--- src/rtl/shift_reg_universal_if.sv ---
`default_nettype none
// ============================================================================
// Module      : shift_reg_universal_if
// Description : Control/data bundle for shift_reg_universal.
// Revision    : 1.0 - initial release
// ============================================================================
interface shift_reg_universal_if #(
    parameter int WIDTH = 32,
    parameter int LANES = 1
);
    localparam int c_FRAME = WIDTH / LANES;
    localparam int c_CW    = (c_FRAME > 1) ? $clog2(c_FRAME) : 1;

    logic                en;
    logic [2:0]          mode;
    logic [LANES-1:0]    d;
    logic [WIDTH-1:0]    load_data;
    logic [WIDTH-1:0]    out;
    logic [LANES-1:0]    sout;
    logic [c_CW-1:0]     count;
    logic                frame_done;

    modport master (
        output en, mode, d, load_data,
        input  out, sout, count, frame_done
    );

    modport slave (
        input  en, mode, d, load_data,
        output out, sout, count, frame_done
    );
endinterface
`default_nettype wire

--- src/rtl/shift_reg_universal.sv ---
`default_nettype none
// ============================================================================
// Module      : shift_reg_universal
// Description : Multi-lane universal shift/rotate register with frame counter.
// Revision    : 1.0 - initial release
// ============================================================================
module shift_reg_universal #(
    parameter int WIDTH = 32,
    parameter int LANES = 1
) (
    input  wire logic             clk,
    input  wire logic             rstn,
    shift_reg_universal_if.slave  bus
);
    localparam int c_FRAME = WIDTH / LANES;
    localparam int c_CW    = (c_FRAME > 1) ? $clog2(c_FRAME) : 1;
    localparam logic [c_CW-1:0] c_LAST = c_CW'(c_FRAME - 1);

    localparam logic [2:0] c_MODE_SHL   = 3'b001;
    localparam logic [2:0] c_MODE_SHR   = 3'b010;
    localparam logic [2:0] c_MODE_ROL   = 3'b011;
    localparam logic [2:0] c_MODE_ROR   = 3'b100;
    localparam logic [2:0] c_MODE_LOAD  = 3'b101;
    localparam logic [2:0] c_MODE_CLEAR = 3'b110;

    logic [WIDTH-1:0] r_out;
    logic [c_CW-1:0]  r_count;
    logic             r_frame_done;
    logic             w_shift_op;

    assign w_shift_op = bus.en && (bus.mode == c_MODE_SHL || bus.mode == c_MODE_SHR ||
                                   bus.mode == c_MODE_ROL || bus.mode == c_MODE_ROR);

    always_ff @(posedge clk) begin
        if (!rstn) begin
            r_out        <= '0;
            r_count      <= '0;
            r_frame_done <= 1'b0;
        end else begin
            r_frame_done <= 1'b0;
            if (bus.en) begin
                case (bus.mode)
                    c_MODE_SHL:   r_out <= {r_out[WIDTH-1-LANES:0], bus.d};
                    c_MODE_SHR:   r_out <= {bus.d, r_out[WIDTH-1:LANES]};
                    c_MODE_ROL:   r_out <= {r_out[WIDTH-1-LANES:0], r_out[WIDTH-1 -: LANES]};
                    c_MODE_ROR:   r_out <= {r_out[LANES-1:0], r_out[WIDTH-1:LANES]};
                    c_MODE_LOAD:  r_out <= bus.load_data;
                    c_MODE_CLEAR: r_out <= '0;
                    default:      r_out <= r_out;
                endcase
                if (bus.mode == c_MODE_LOAD || bus.mode == c_MODE_CLEAR) begin
                    r_count <= '0;
                end
            end
            // Wrap at the last slot of a frame and flag the completed frame
            if (w_shift_op) begin
                if (r_count == c_LAST) begin
                    r_count      <= '0;
                    r_frame_done <= 1'b1;
                end else begin
                    r_count <= r_count + c_CW'(1);
                end
            end
        end
    end

    assign bus.out        = r_out;
    assign bus.count      = r_count;
    assign bus.frame_done = r_frame_done;
    assign bus.sout       = (bus.mode == c_MODE_SHL || bus.mode == c_MODE_ROL) ?
                            r_out[WIDTH-1 -: LANES] : r_out[LANES-1:0];
endmodule
`default_nettype wire

--- src/flat_wrapper.sv ---
// flat-port wrapper written by rule: the top's interface ports become plain ports
module shift_reg_universal_flat 
#(
    parameter int WIDTH = 32,
    parameter int LANES = 1
)
  (clk, rstn, bus_en, bus_mode, bus_d, bus_load_data, bus_out, bus_sout, bus_count, bus_frame_done);
  shift_reg_universal_if #(.WIDTH(WIDTH), .LANES(LANES)) bus_i ();
  input  wire logic clk;
  input  wire logic rstn;
  input wire logic [$bits(bus_i.en)-1:0] bus_en;
  input wire logic [$bits(bus_i.mode)-1:0] bus_mode;
  input wire logic [$bits(bus_i.d)-1:0] bus_d;
  input wire logic [$bits(bus_i.load_data)-1:0] bus_load_data;
  output wire logic [$bits(bus_i.out)-1:0] bus_out;
  output wire logic [$bits(bus_i.sout)-1:0] bus_sout;
  output wire logic [$bits(bus_i.count)-1:0] bus_count;
  output wire logic [$bits(bus_i.frame_done)-1:0] bus_frame_done;
  assign bus_i.en = bus_en;
  assign bus_i.mode = bus_mode;
  assign bus_i.d = bus_d;
  assign bus_i.load_data = bus_load_data;
  assign bus_out = bus_i.out;
  assign bus_sout = bus_i.sout;
  assign bus_count = bus_i.count;
  assign bus_frame_done = bus_i.frame_done;
  shift_reg_universal #(.WIDTH(WIDTH), .LANES(LANES)) u_core (.clk(clk), .rstn(rstn), .bus(bus_i));
endmodule
--- config.mk ---
export PLATFORM = sky130hd
export DESIGN_NAME = shift_reg_universal_flat
export DESIGN_NICKNAME = d
export VERILOG_FILES = /design/src/rtl/shift_reg_universal_if.sv /design/src/rtl/shift_reg_universal.sv /design/src/flat_wrapper.sv
export SDC_FILE = /design/constraint.sdc
export NUM_CORES = 1
export LEC_CHECK = 0
export ABC_CLOCK_PERIOD_IN_PS = 2160
export CORE_MARGIN = 5
export CORE_UTILIZATION = 43
export DETAILED_ROUTE_END_ITERATION = 10
export PLACE_DENSITY = 0.87
export SYNTH_ARGS = -nofsm -noshare
export SYNTH_HDL_FRONTEND = slang
export SYNTH_SLANG_ARGS = --single-unit
--- constraint.sdc ---
create_clock -name clk -period 2.16 [get_ports clk]
set_clock_uncertainty 0.05 [all_clocks]
set_input_delay 0.54 -clock clk [delete_from_list [all_inputs] [get_ports clk]]
set_output_delay 0.54 -clock clk [all_outputs]
set_load 0.02 [all_outputs]
**Word level (Yosys, flattened, before mapping)**

Cells that the tools add are included.

- Flip-flop bits (word level): 38
- Output and inout bits: 39

- Equality and inequality tests: 7
- Add/sub/neg operators: 1
- Reductions and logical operators: 12
- Multiplexer cells: 7

Operators with widths:

| kind | number |
|---|---|
| $pmux W32 S6 | 1 |
| $mux W5 | 4 |
| $eq A3 B3 Y1 const B | 3 |
| $eq A3 B2 Y1 const B | 2 |
| $reduce_and A2 Y1 | 3 |
| $reduce_bool A6 Y1 | 1 |
| $add A5 B1 Y5 const B | 1 |
| $eq A5 B5 Y1 const B | 1 |
| $logic_or A1 B1 Y1 | 5 |
| $reduce_bool A2 Y1 | 2 |
| $eq A3 B1 Y1 const B | 1 |
| $mux W1 | 2 |
| $logic_and A1 B1 Y1 | 1 |

**Logic depth before layout (Yosys ltp)**

Gate-level depths: netlist of the first run.

- Word-level depth: 7
- Depth in mapped cells: 7
- Gate-level depth less buffers: 6

**Worst setup path after synthesis of the first run**

OpenSTA, ideal clock, no wires.

- Kind: input -> output
- From: input port bus_mode[2]
- To: output port bus_sout
- Data required time: 1.570 ns
- Path buffers: 1
- Arrival time: 1.249 ns
- Stages: 3
- Slack: 0.321 ns
- Path through: buf_2 nand2b_1 mux2_2

- Word-level cells in the longest chain between the ends: 3

RTL lines:

| item | RTL line | RTL |
|---|---|---|
| from (decl) | flat_wrapper.sv:12 | `input wire logic [$bits(bus_i.mode)-1:0] bus_mode;` |
| $eq A3 B1 Y1 / $eq A3 B2 Y1 (equally long branches) | shift_reg_universal.sv:70 | `assign bus.sout = (bus.mode == c_MODE_SHL \|\| bus.mode == c_MODE_ROL) ?` |
| $logic_or A1 B1 Y1 * | shift_reg_universal.sv:70 |  |
| $mux W1 * | shift_reg_universal.sv:70 |  |
| to (decl) | flat_wrapper.sv:16 | `output wire logic [$bits(bus_i.sout)-1:0] bus_sout;` |

Mark *: on every way between the ends. The rest lies on a longest branch, timed or not.

**Worst setup path in the final report of the first run**

- From: register u_core.r_out[0], in the netlist u_core.bus.out[0]
- To: output port bus_out[0]

RTL lines:

| item | RTL line | RTL |
|---|---|---|
| from (decl) | shift_reg_universal.sv:26 | `logic [WIDTH-1:0] r_out;` |
| from (signal assigned) | shift_reg_universal.sv:43 | `c_MODE_SHL: r_out <= {r_out[WIDTH-1-LANES:0], bus.d};` |
| from (signal assigned) | shift_reg_universal.sv:44 | `c_MODE_SHR: r_out <= {bus.d, r_out[WIDTH-1:LANES]};` |
| from (signal assigned) | shift_reg_universal.sv:45 | `c_MODE_ROL: r_out <= {r_out[WIDTH-1-LANES:0], r_out[WIDTH-1 -: LANES]};` |
| to (decl) | flat_wrapper.sv:15 | `output wire logic [$bits(bus_i.out)-1:0] bus_out;` |

No word-level cell between the ends.

==> impl_metrics.toml, run 1 <==
[outcome]
status = "completed"

[clock_tree]
clk_pin_slew_ns = 0.07
cts_buffer_depth = 2
cts_sinks = 38
cts_tree = "done"
htree_levels = 2
numCtsBuffers = 5
cts-root-buf = "clkbuf_8"
post_cts_resized = 10
hold_buffers = 0
clock_latency_ns = 0.28
post-cts-setup-buffer-count = 0

[global_routing]
antenna_found_initial = 0
grt_pass1_wl_um = 9784
grt_max_degree = 34
grt_util_all_layers_pct = 19.16
grt-ovfl-total = 0
grt_pass1_vias = 2081

[synth]
synth_fa_ha_area_share_pct = 1.277
synth_compound_area_share_pct = 37.16
synth_top_area_cell = "dfxtp_1"
synth_top_area_share_pct = 38.83
synth_top_family_by_area = "compound AO/OA/AOI/OAI gates"
post_synth.cell_area_avg_sq_um = 8.446
syn-cell-area_sq_um = 1959
synth_async_sr_flop_share_pct = 0
synth_nets = 273
yosys-top-cells-count = "dfxtp_1 (38), nand2_1 (36), a31oi_1 (31), o221ai_1 (31), o21ai_1 (30)"
synth_mux_area_share_pct = 2.171
synth_edf_count = 0
synth_cell_types = 31
synthXorXnorAreaFrac_pct = 0
synth_ff_type = "dfxtp_1"
synth_seq_cells = 38
yosysSeqAreaShare_pct = 38.83
synth.most_common_cell = "dfxtp_1"
synth-simple-area-share_pct = 12.52
synth.area.top_cells = "dfxtp_1 (39%), o221ai_1 (14%), a31oi_1 (9.9%)"
synth_cells = 232
yosysWarnings = 0

[floorplanning]
row_count = 24
io_pins = 78
die_area_sq_um = 6007
start_util_pct = 44.69
dieWidth_um = 77.51
die_h_um = 77.51
floorplan.core_area_sq_um = 4384

[worst_setup_path]
critPathKind = "flop to output port"
arrival_ns = 1.37
cp_cell_sequence = "buf_4 -> clkdlybuf4s50_1"
crit_fanout = 4
startpoint_type = "flop"
reg2reg_from = "u_core.bus.count[0]$_SDFFE_PN0P_"
r2r_cells = 7
critPathTopFamily = "buffers and inverters"
crit_buf_inv = 2
rrSetupSlack_ns = 0.39
end_kind = "output port"
slowest_delay_ns = 0.60
rr_endpoint = "u_core.bus.count[2]$_SDFFE_PN0P_"
cp.required_ns = 1.57
cp_slowest_cell = "clkdlybuf4s50_1"

[detailed_routing]
vias = 2155
wirelength_um = 5714
first_iter_violations = 156
routedWlPerCell_um = 15.78
drtPass1Iterations = 4
drc = 0
via_per_inst = 5.953
ant_nets = 0

[min_path]
hp-class = "flop to flop"
hold_start = "u_core.bus.count[2]$_SDFFE_PN0P_"
min_to = "u_core.bus.count[2]$_SDFFE_PN0P_"
min_delay_path_depth = 1

[power]
p_per_area_nw_per_um2 = 604.5
p_leak_nw = 1.050
finalPower_mw = 1.755
vdd_ir_drop_max_v = 0.0003175

[finish]
drive_above_1_share_pct = 11.94
instances_no_fill = 362
nFillCells = 381
layout.nets = 351
area_delta_synth_final_pct = 48.21
num_antenna_cells = 0
utilization_pct = 66.24

[timing]
fin_crit_ns = 1.956
hold_violations = 0
fmax_ghz = 0.5113
holdWs_ns = 0.4579
tightest_slew_ns = 0.3173
finalSetupViolCount = 0
slew_violations = 0
fin_setup_tns_ns = 0
relSlewSlack_pct = 78.84
finalCritPeriodShare_pct = 90.54
rsz0062_at_grt = "no"

[placed_design]
dpl.hpwl_um = 3965
numPortBuffers = 77
gp_congestion = 0.8164
place_inst = 355

[flow_run]
cap_violations = 0
-- registers in the layout (all words and copies together), names as in the netlist --
name and count:
u_core.bus.count 5, u_core.bus.out 32, u_core.bus.frame_done 1
-- worst max-delay path by stage --
stage / start / to / slack (ns) / cells after the start
after global routing: u_core.bus.out[0]$_SDFFE_PN0P_ / bus_out[0] / 0.14 / 2
after CTS: u_core.bus.out[0]$_SDFFE_PN0P_ / bus_out[0] / 0.19 / 2
final: u_core.bus.out[0]$_SDFFE_PN0P_ / bus_out[0] / 0.20 / 2
after global placement: bus_mode[2] / bus_sout / -0.50 / 4
after detailed placement: bus_mode[2] / bus_sout / -0.48 / 4
after floorplan: bus_mode[2] / bus_sout / 0.32 / 3
-- layout by cell type (no fill, tap or decap) --
cell type,Yosys,routed
inv_1,3,3
nand2b_1,3,2
nand2b_4,0,1
and2_1,1,1
a221o_1,1,1
buf_4,0,19
nor2_1,4,4
ha_1,2,2
o21ai_0,2,2
mux2_4,0,1
o221ai_1,31,31
nand2_1,36,36
clkdlybuf4s50_1,0,74
or3_4,1,1
mux2i_1,2,2
clkbuf_8,0,5
o21a_1,1,1
o21bai_2,0,1
a21oi_1,3,3
a32oi_1,1,1
o21ai_1,30,30
buf_12,0,1
o221a_2,1,1
o21ai_2,1,1
dfxtp_1,38,38
nand3_1,3,3
and3_1,3,3
buf_6,4,1
a21oi_2,1,1
mux2_2,2,1
clkinv_2,0,2
a31oi_1,31,31
a21o_1,1,1
nor4bb_4,1,1
a22o_1,2,2
dlygate4sd2_1,0,2
-- final cells by class --
type | instances | area (sq um) | share of cell area (%)
Clock buffer | 5 | 68.82 | 2.370
Clock inverter | 2 | 10.01 | 0.3447
Inverter | 3 | 11.26 | 0.3878
Multi-Input combinational cell | 165 | 1056 | 36.36
Sequential cell | 38 | 760.7 | 26.20
Tap cell | 52 | 65.06 | 2.240
Timing Repair Buffer | 97 | 932.1 | 32.10
-- worst reg2reg max path, stage by stage, from the launching register on --
cell and delay [ns]:
dfxtp_1 0.34, ha_1 0.22, and3_1 0.19, ha_1 0.21, nor4bb_4 0.35, buf_4 0.17
nand2_1 0.05, mux2i_1 0.11
-- routing by layer --
layer	wire length, um	share of wire (%)	GRT usage [%]	up-vias
met5	0	0	0	-
li1	-	-	-	1051
met4	57	1.0	6.529	0
met2	2672	47	29.29	78
met3	457	8.0	6.366	7
met1	2526	44	25.34	1019
-- per-stage QoR --
step                worst slack, ns  area (sq um)
CTS                          0.1912          2904
floorplan                    0.3215          1959
global placement            -0.4956          2815
global route                 0.1434          2904
finish                       0.2043          2904
detailed placement          -0.4772          2815
-- power by group --
| part | switching [mW] | internal (mW) | leakage (nW) |
|---|---|---|---|
| Combinational | 0.237 | 0.255 | 0.693 |
| Sequential | 0.0538 | 0.752 | 0.313 |
| Clock | 0.241 | 0.217 | 0.0438 |
-- cell families after synthesis --
kind of cell | count (synthesis)
fa+ha+maj | 2
mux | 4
flops | 38
compound gates | 107
buf+inv | 29
simple gates | 52
Note: power is estimated with default switching activity, not from simulation.
==> inputs of run 2 (changes only) <==
CTS_CLUSTER_SIZE = 28   (was unset)
==> results of run 2 <==
Same layout as run 1: the final DEF is identical, and so are final timing and power.
